--- src/rtl/rv_pkg.sv ---
// Shared RISC-V definitions: data width, funct3 codes, LSU state and fault
// encodings, plus the request precheck used when a request is accepted.
package rv_pkg;

    localparam int XLEN = 32;

    localparam logic [2:0] F3_B  = 3'd0;
    localparam logic [2:0] F3_H  = 3'd1;
    localparam logic [2:0] F3_W  = 3'd2;
    localparam logic [2:0] F3_BU = 3'd4;
    localparam logic [2:0] F3_HU = 3'd5;

    typedef enum logic [1:0] {
        LSU_IDLE,
        LSU_ACCESS,
        LSU_RESP
    } lsu_state_t;

    typedef enum logic [1:0] {
        FAULT_NONE,
        FAULT_MISALIGN,
        FAULT_ACCESS,
        FAULT_ILLEGAL
    } lsu_fault_t;

    // Illegal encoding beats misalignment.
    function automatic lsu_fault_t precheck(
        input logic       store,
        input logic [2:0] funct3,
        input logic [1:0] addr_lo
    );
        logic illegal;
        logic misalign;
        if (store)
            illegal = (funct3 >= 3'd3);
        else
            illegal = (funct3 == 3'd3) || (funct3 == 3'd6) ||
                      (funct3 == 3'd7);
        misalign = ((funct3[1:0] == 2'd1) && addr_lo[0]) ||
                   ((funct3[1:0] == 2'd2) && (addr_lo != 2'd0));
        if (illegal)
            return FAULT_ILLEGAL;
        else if (misalign)
            return FAULT_MISALIGN;
        else
            return FAULT_NONE;
    endfunction

endpackage

--- src/rtl/load_store_unit_if.sv ---
// Request/response handshake and data-memory port of the load/store unit.
// slave: the LSU side; master: execute stage plus memory side.
interface load_store_unit_if;
    import rv_pkg::*;

    logic            req_valid;
    logic            req_ready;
    logic            req_store;
    logic [2:0]      req_funct3;
    logic [XLEN-1:0] req_addr;
    logic [XLEN-1:0] req_wdata;

    logic            resp_valid;
    logic            resp_ready;
    logic [XLEN-1:0] resp_rdata;
    logic [1:0]      resp_fault;

    logic [XLEN-1:0] mem_addr;
    logic [XLEN-1:0] mem_wdata;
    logic [2:0]      mem_width;
    logic            mem_write_en;
    logic [XLEN-1:0] mem_rdata;
    logic            mem_fault;

    modport slave (
        input  req_valid, req_store, req_funct3, req_addr, req_wdata,
        input  resp_ready, mem_rdata, mem_fault,
        output req_ready, resp_valid, resp_rdata, resp_fault,
        output mem_addr, mem_wdata, mem_width, mem_write_en
    );

    modport master (
        output req_valid, req_store, req_funct3, req_addr, req_wdata,
        output resp_ready, mem_rdata, mem_fault,
        input  req_ready, resp_valid, resp_rdata, resp_fault,
        input  mem_addr, mem_wdata, mem_width, mem_write_en
    );

endinterface

--- src/rtl/load_extend.sv ---
// Combinational load-data extension selected by funct3.
// Ports: funct3 in, raw memory word in, extended data out.
module load_extend
    import rv_pkg::*;
(
    input  logic [2:0]      funct3,
    input  logic [XLEN-1:0] raw,
    output logic [XLEN-1:0] data
);

    always_comb begin
        data = raw;
        unique case (funct3)
            F3_B:    data = {{(XLEN-8){raw[7]}}, raw[7:0]};
            F3_H:    data = {{(XLEN-16){raw[15]}}, raw[15:0]};
            F3_BU:   data = {{(XLEN-8){1'b0}}, raw[7:0]};
            F3_HU:   data = {{(XLEN-16){1'b0}}, raw[15:0]};
            default: data = raw;
        endcase
    end

endmodule

--- src/rtl/load_store_unit.sv ---
// Load/store sequencer: IDLE -> ACCESS -> RESP, sole master of data memory.
// Ports: clock, reset_n (async low), bus (request/response + memory port).
module load_store_unit
    import rv_pkg::*;
#(
    parameter int MEM_SIZE = 1024
) (
    input  logic               clock,
    input  logic               reset_n,
    load_store_unit_if.slave   bus
);

    lsu_state_t      state;
    logic            store_q;
    logic [2:0]      funct3_q;
    logic [XLEN-1:0] addr_q;
    logic [XLEN-1:0] wdata_q;
    lsu_fault_t      pre_q;
    lsu_fault_t      fault_q;
    logic [XLEN-1:0] rdata_q;

    logic            access;
    logic            live;
    logic [XLEN:0]   span;
    logic            in_range;
    logic            acc_fault;
    logic [XLEN-1:0] ext;

    assign access = (state == LSU_ACCESS);
    assign live   = access && (pre_q == FAULT_NONE);

    // Extra bit keeps the end-of-access address from wrapping.
    assign span = {1'b0, addr_q}
                + (XLEN+1)'(4'd1 << funct3_q[1:0]);
    assign in_range  = (span <= (XLEN+1)'(MEM_SIZE));
    assign acc_fault = !in_range || bus.mem_fault;

    assign bus.mem_addr     = access ? addr_q : '0;
    assign bus.mem_wdata    = access ? wdata_q : '0;
    assign bus.mem_width    = access ? {1'b0, funct3_q[1:0]} : 3'd0;
    assign bus.mem_write_en = live && store_q && in_range;

    assign bus.req_ready  = (state == LSU_IDLE);
    assign bus.resp_valid = (state == LSU_RESP);
    assign bus.resp_rdata = bus.resp_valid ? rdata_q : '0;
    assign bus.resp_fault = bus.resp_valid ? fault_q : FAULT_NONE;

    load_extend u_ext (
        .funct3 (funct3_q),
        .raw    (bus.mem_rdata),
        .data   (ext)
    );

    always_ff @(posedge clock or negedge reset_n) begin
        if (!reset_n) begin
            state    <= LSU_IDLE;
            store_q  <= 1'b0;
            funct3_q <= 3'd0;
            addr_q   <= '0;
            wdata_q  <= '0;
            pre_q    <= FAULT_NONE;
            fault_q  <= FAULT_NONE;
            rdata_q  <= '0;
        end else begin
            unique case (state)
                LSU_IDLE: begin
                    if (bus.req_valid) begin
                        store_q  <= bus.req_store;
                        funct3_q <= bus.req_funct3;
                        addr_q   <= bus.req_addr;
                        wdata_q  <= bus.req_wdata;
                        pre_q    <= precheck(bus.req_store,
                                             bus.req_funct3,
                                             bus.req_addr[1:0]);
                        state    <= LSU_ACCESS;
                    end
                end
                LSU_ACCESS: begin
                    if (pre_q != FAULT_NONE) begin
                        fault_q <= pre_q;
                        rdata_q <= '0;
                    end else if (acc_fault) begin
                        fault_q <= FAULT_ACCESS;
                        rdata_q <= '0;
                    end else begin
                        fault_q <= FAULT_NONE;
                        rdata_q <= store_q ? '0 : ext;
                    end
                    state <= LSU_RESP;
                end
                LSU_RESP: begin
                    if (bus.resp_ready)
                        state <= LSU_IDLE;
                end
                default: state <= LSU_IDLE;
            endcase
        end
    end

endmodule

--- src/flat_wrapper.sv ---
// flat-port wrapper written by rule: the top's interface ports become plain ports
module load_store_unit_flat import rv_pkg::*;
#(
    parameter int MEM_SIZE = 1024
)
  (clock, reset_n, bus_req_valid, bus_req_store, bus_req_funct3, bus_req_addr, bus_req_wdata, bus_resp_ready, bus_mem_rdata, bus_mem_fault, bus_req_ready, bus_resp_valid, bus_resp_rdata, bus_resp_fault, bus_mem_addr, bus_mem_wdata, bus_mem_width, bus_mem_write_en);
  load_store_unit_if bus_i ();
  input  logic clock;
  input  logic reset_n;
  input wire logic [$bits(bus_i.req_valid)-1:0] bus_req_valid;
  input wire logic [$bits(bus_i.req_store)-1:0] bus_req_store;
  input wire logic [$bits(bus_i.req_funct3)-1:0] bus_req_funct3;
  input wire logic [$bits(bus_i.req_addr)-1:0] bus_req_addr;
  input wire logic [$bits(bus_i.req_wdata)-1:0] bus_req_wdata;
  input wire logic [$bits(bus_i.resp_ready)-1:0] bus_resp_ready;
  input wire logic [$bits(bus_i.mem_rdata)-1:0] bus_mem_rdata;
  input wire logic [$bits(bus_i.mem_fault)-1:0] bus_mem_fault;
  output wire logic [$bits(bus_i.req_ready)-1:0] bus_req_ready;
  output wire logic [$bits(bus_i.resp_valid)-1:0] bus_resp_valid;
  output wire logic [$bits(bus_i.resp_rdata)-1:0] bus_resp_rdata;
  output wire logic [$bits(bus_i.resp_fault)-1:0] bus_resp_fault;
  output wire logic [$bits(bus_i.mem_addr)-1:0] bus_mem_addr;
  output wire logic [$bits(bus_i.mem_wdata)-1:0] bus_mem_wdata;
  output wire logic [$bits(bus_i.mem_width)-1:0] bus_mem_width;
  output wire logic [$bits(bus_i.mem_write_en)-1:0] bus_mem_write_en;
  assign bus_i.req_valid = bus_req_valid;
  assign bus_i.req_store = bus_req_store;
  assign bus_i.req_funct3 = bus_req_funct3;
  assign bus_i.req_addr = bus_req_addr;
  assign bus_i.req_wdata = bus_req_wdata;
  assign bus_i.resp_ready = bus_resp_ready;
  assign bus_i.mem_rdata = bus_mem_rdata;
  assign bus_i.mem_fault = bus_mem_fault;
  assign bus_req_ready = bus_i.req_ready;
  assign bus_resp_valid = bus_i.resp_valid;
  assign bus_resp_rdata = bus_i.resp_rdata;
  assign bus_resp_fault = bus_i.resp_fault;
  assign bus_mem_addr = bus_i.mem_addr;
  assign bus_mem_wdata = bus_i.mem_wdata;
  assign bus_mem_width = bus_i.mem_width;
  assign bus_mem_write_en = bus_i.mem_write_en;
  load_store_unit #(.MEM_SIZE(MEM_SIZE)) u_core (.clock(clock), .reset_n(reset_n), .bus(bus_i));
endmodule
--- config.mk ---
export PLATFORM = sky130hd
export DESIGN_NAME = load_store_unit_flat
export DESIGN_NICKNAME = d
export VERILOG_FILES = /design/src/rtl/rv_pkg.sv /design/src/rtl/load_store_unit_if.sv /design/src/rtl/load_extend.sv /design/src/rtl/load_store_unit.sv /design/src/flat_wrapper.sv
export SDC_FILE = /design/constraint.sdc
export NUM_CORES = 1
export LEC_CHECK = 0
export ABC_AREA = 0
export CORE_UTILIZATION = 35
export CTS_CLUSTER_DIAMETER = 30
export DETAILED_ROUTE_END_ITERATION = 8
export GPL_ROUTABILITY_DRIVEN = 0
export PLACE_DENSITY = 0.67
export SKIP_CTS_REPAIR_TIMING = 1
export SYNTH_ARGS = -nofsm -noshare
export SYNTH_HDL_FRONTEND = slang
export SYNTH_SLANG_ARGS = --single-unit
--- constraint.sdc ---
create_clock -name clock -period 5.67 [get_ports clock]
set_input_delay 1.701 -clock clock [delete_from_list [all_inputs] [get_ports clock]]
set_output_delay 1.701 -clock clock [all_outputs]
set_load 0.005 [all_outputs]
==> impl_metrics.yaml <==
route:
  drt_wl_total_mm: 17.2
  wire_per_inst_um: 15.2
  drcViolationCount: 0
  via_count: 5493
  drtAntennaViolNets: 0
  drt-pass1-iter-count: 5
  drt_iter0_drc: 358
  via_per_inst: 4.85
synth:
  synth_compound_area_share_pct: 13.3
  ys_seq_area_share_pct: 45.0
  synthXorXnorAreaFrac_pct: 0.743
  synth.distinct_cells: 62
  synth_nets: 830
  synth_mux_area_share_pct: 0.700
  async_reset_ff_share_pct: 100
  syn_inst: 721
  yosys_warnings: 0
  synth_top_area_share_pct: 45.0
  synthSimpleGateAreaFrac_pct: 34.6
  synth_top_family_by_area: "simple AND/OR/NAND/NOR gates"
  synth-edff-count: 0
  synth_area_leader_cell: "dfrtp_1"
  synth.most_common_cell: "nand2_1"
  syn_avg_cell_area_um2: 8.18
  synth_area_leaders: "dfrtp_1 45%, nand2_1 16%, and2_1 10%"
  ys.flop_type: "dfrtp_1"
  synthAdderAreaFrac_pct: 1.21
  synth_seq_cells: 106
  synth_common_cells: "250 x nand2_1, 106 x dfrtp_1, 98 x and2_1"
  syn_area_um2: 5900
power_and_ir_drop:
  p_switching_mw: 1.41
  power.share.sequential_pct: 38.0
  max-vdd-ir-drop_uv: 191
  intPower_mw: 1.98
  power.density_nw_per_um2: 399
  p_sw_share_pct: 41.5
  pwr-share-clk_pct: 18.0
  comb_power_share_pct: 44.0
  power.leakage_nw: 3.77
hold_path:
  hold_path_depth: 2
  holdPathEnd: "u_core.wdata_q[21]$_DFFE_PN0P_"
  hp-start: "u_core.wdata_q[21]$_DFFE_PN0P_"
  min_path_type: "flop to flop"
global_route:
  grt_pass1_vias: 5367
  grt_pass1_wl_mm: 27.9
  gr-total-overflow: 0
  track_usage_pct: 20.2
  grt_max_degree: 77
  antenna_found_initial: 1
finish:
  syn2layout_area_growth_pct: 43.7
  nNetsFinal: 1017
  fill_cells: 1571
  final_area_um2: 8480
  diodes: 0
  drive_gt1_share_pct: 9.10
timing:
  tightest_slew_ns: 1.14
  hold_viol: 0
  finalWorstPathRequiredPeriod_ns: 5.20
  setup_violations: 0
  fmax_ghz: 0.192
  finClkSkew_ns: 0.0108
  fin_ws_ns: 0.473
  drv_slew: 0
  relSlewSlack_pct: 23.4
  period_share_pct: 91.7
  rsz0062_at_grt: "false"
  fin_tns_setup_ns: 0
setup_path:
  r2r-end: "u_core.rdata_q[9]$_DFFE_PN0N_"
  crit_fanout: 11
  crit_type: "flop to primary output"
  cp.arrival_ns: 3.50
  crit_required_ns: 3.97
  end_kind: "primary output"
  startpoint_type: "flop"
  rr_worst_depth: 12
  reg2reg_setup_slack_ns: 1.85
  r2r_start: "u_core.funct3_q[0]$_DFFE_PN0P_"
place:
  numPortBuffers: 207
  dpl.hpwl_mm: 11.6
  dp_slack_ns: 0.333
  placed_area_um2: 8150
floorplanning:
  initial_core_util_pct: 35.7
  coreArea_um2: 16500
  ios: 209
  die-area_um2: 17400
  die_h_um: 132
  rows: 47
  fp.dieW_um: 132
clocking:
  clockRootBuffer: "clkbuf_16"
  cts_max_path_buffers: 2
  cts-htree-levels: 3
  clk_pin_slew_worst_paths_ns: 0.08
  clkSinkCount: 106
  cts_made_buffers: 9
  clkLatencyLatePin_ns: 0.36
  cts_tree: "yes"
flow_run:
  maxCapViolCount: 0
run_status:
  status: "finished, final reports clean"
## metal layers
metal	GRT usage (%)	up-vias	wire [µm]
li1	-	2727	-
met1	27.0	2552	7910
met2	31.3	195	7720
met3	5.84	17	1360
met4	7.11	2	191
met5	0	-	13
## registers in the layout (all words and copies together) (netlist names)
| register | cells |
|---|---|
| u_core.addr_q | 32 |
| u_core.fault_q | 2 |
| u_core.funct3_q | 3 |
| u_core.pre_q | 2 |
| u_core.rdata_q | 32 |
| u_core.state | 2 |
| u_core.store_q | 1 |
| u_core.wdata_q | 32 |
## logic make-up (layout without fill, tap and decap cells)
group | after synthesis | count (layout)
AOI/OAI and AO/OA | 111 | 111
xor gates and xnor gates | 5 | 5
adders and majority gates | 6 | 6
buffers and inverters | 61 | 252
DFF | 106 | 106
muxes | 4 | 4
other | 1 | 1
and+or+nand+nor | 427 | 427
## cell type report
class	instances	area, µm²	share of cell area (%)
clock buffer	9	225	2.66
inverter	19	71.3	0.841
sequential	106	2650	31.3
clock inverter	6	52.6	0.620
timing repair buffer	218	2150	25.4
tap	220	275	3.25
multi-input combinational	554	3040	35.9
## through the flow
step | hold slack, ns | power, mW | util (%) | std cells
floorplan | 0.437 | 2.11 | - | 721
global placement | 0.448 | 2.75 | 49.3 | 1116
detailed placement | 0.454 | 2.77 | 49.3 | 1116
CTS | 0.473 | 3.39 | 51.0 | 1131
global route | 0.489 | 3.67 | 51.3 | 1132
finish | 0.467 | 3.38 | 51.3 | 1132
## critical path, stage by stage, from the launching register on
cell            delay, ns
dfrtp_2              0.48
or2_2                0.41
inv_1                0.08
ha_1                 0.24
inv_1                0.07
maj3_2               0.35
a211o_1              0.31
a2111oi_1            0.47
a41oi_2              0.28
nor3_2               0.28
dlymetal6s2s_1       0.19
## how the worst max path moves through the flow
stage                                              start  cells after the start               end
after detailed placement  u_core.funct3_q[0]$_DFFE_PN0P_                     13  bus_mem_write_en
after CTS                 u_core.funct3_q[0]$_DFFE_PN0P_                     13  bus_mem_write_en
final                     u_core.funct3_q[0]$_DFFE_PN0P_                     10  bus_mem_write_en
after global placement    u_core.funct3_q[0]$_DFFE_PN0P_                     13  bus_mem_write_en
after floorplan           u_core.funct3_q[0]$_DFFE_PN0P_                     13  bus_mem_write_en
after global routing      u_core.funct3_q[0]$_DFFE_PN0P_                     12  bus_mem_write_en
## cells in the final DEF (no fill, tap or decap), types with 8 or more instances in the layout
cell,netlist,routed
o21ai_2,30,31
o21ai_0,16,16
and2_1,98,98
nor2_1,22,22
nor3_1,12,8
nand2_1,250,249
dfrtp_1,106,105
clkdlybuf4s50_1,0,205
buf_4,1,12
clkbuf_16,0,9
inv_1,19,18
a21oi_1,27,27
nand3_1,8,8
## power by group through the flow
stage | Clock [mW] | Sequential (mW) | Combinational [mW]
global placement | 0 | 1.29 | 1.46
floorplan | 0 | 1.18 | 0.933
finish | 0.608 | 1.29 | 1.49
global route | 0.658 | 1.33 | 1.68
detailed placement | 0 | 1.29 | 1.47
CTS | 0.627 | 1.28 | 1.48
(Power assumes the default switching activity.)
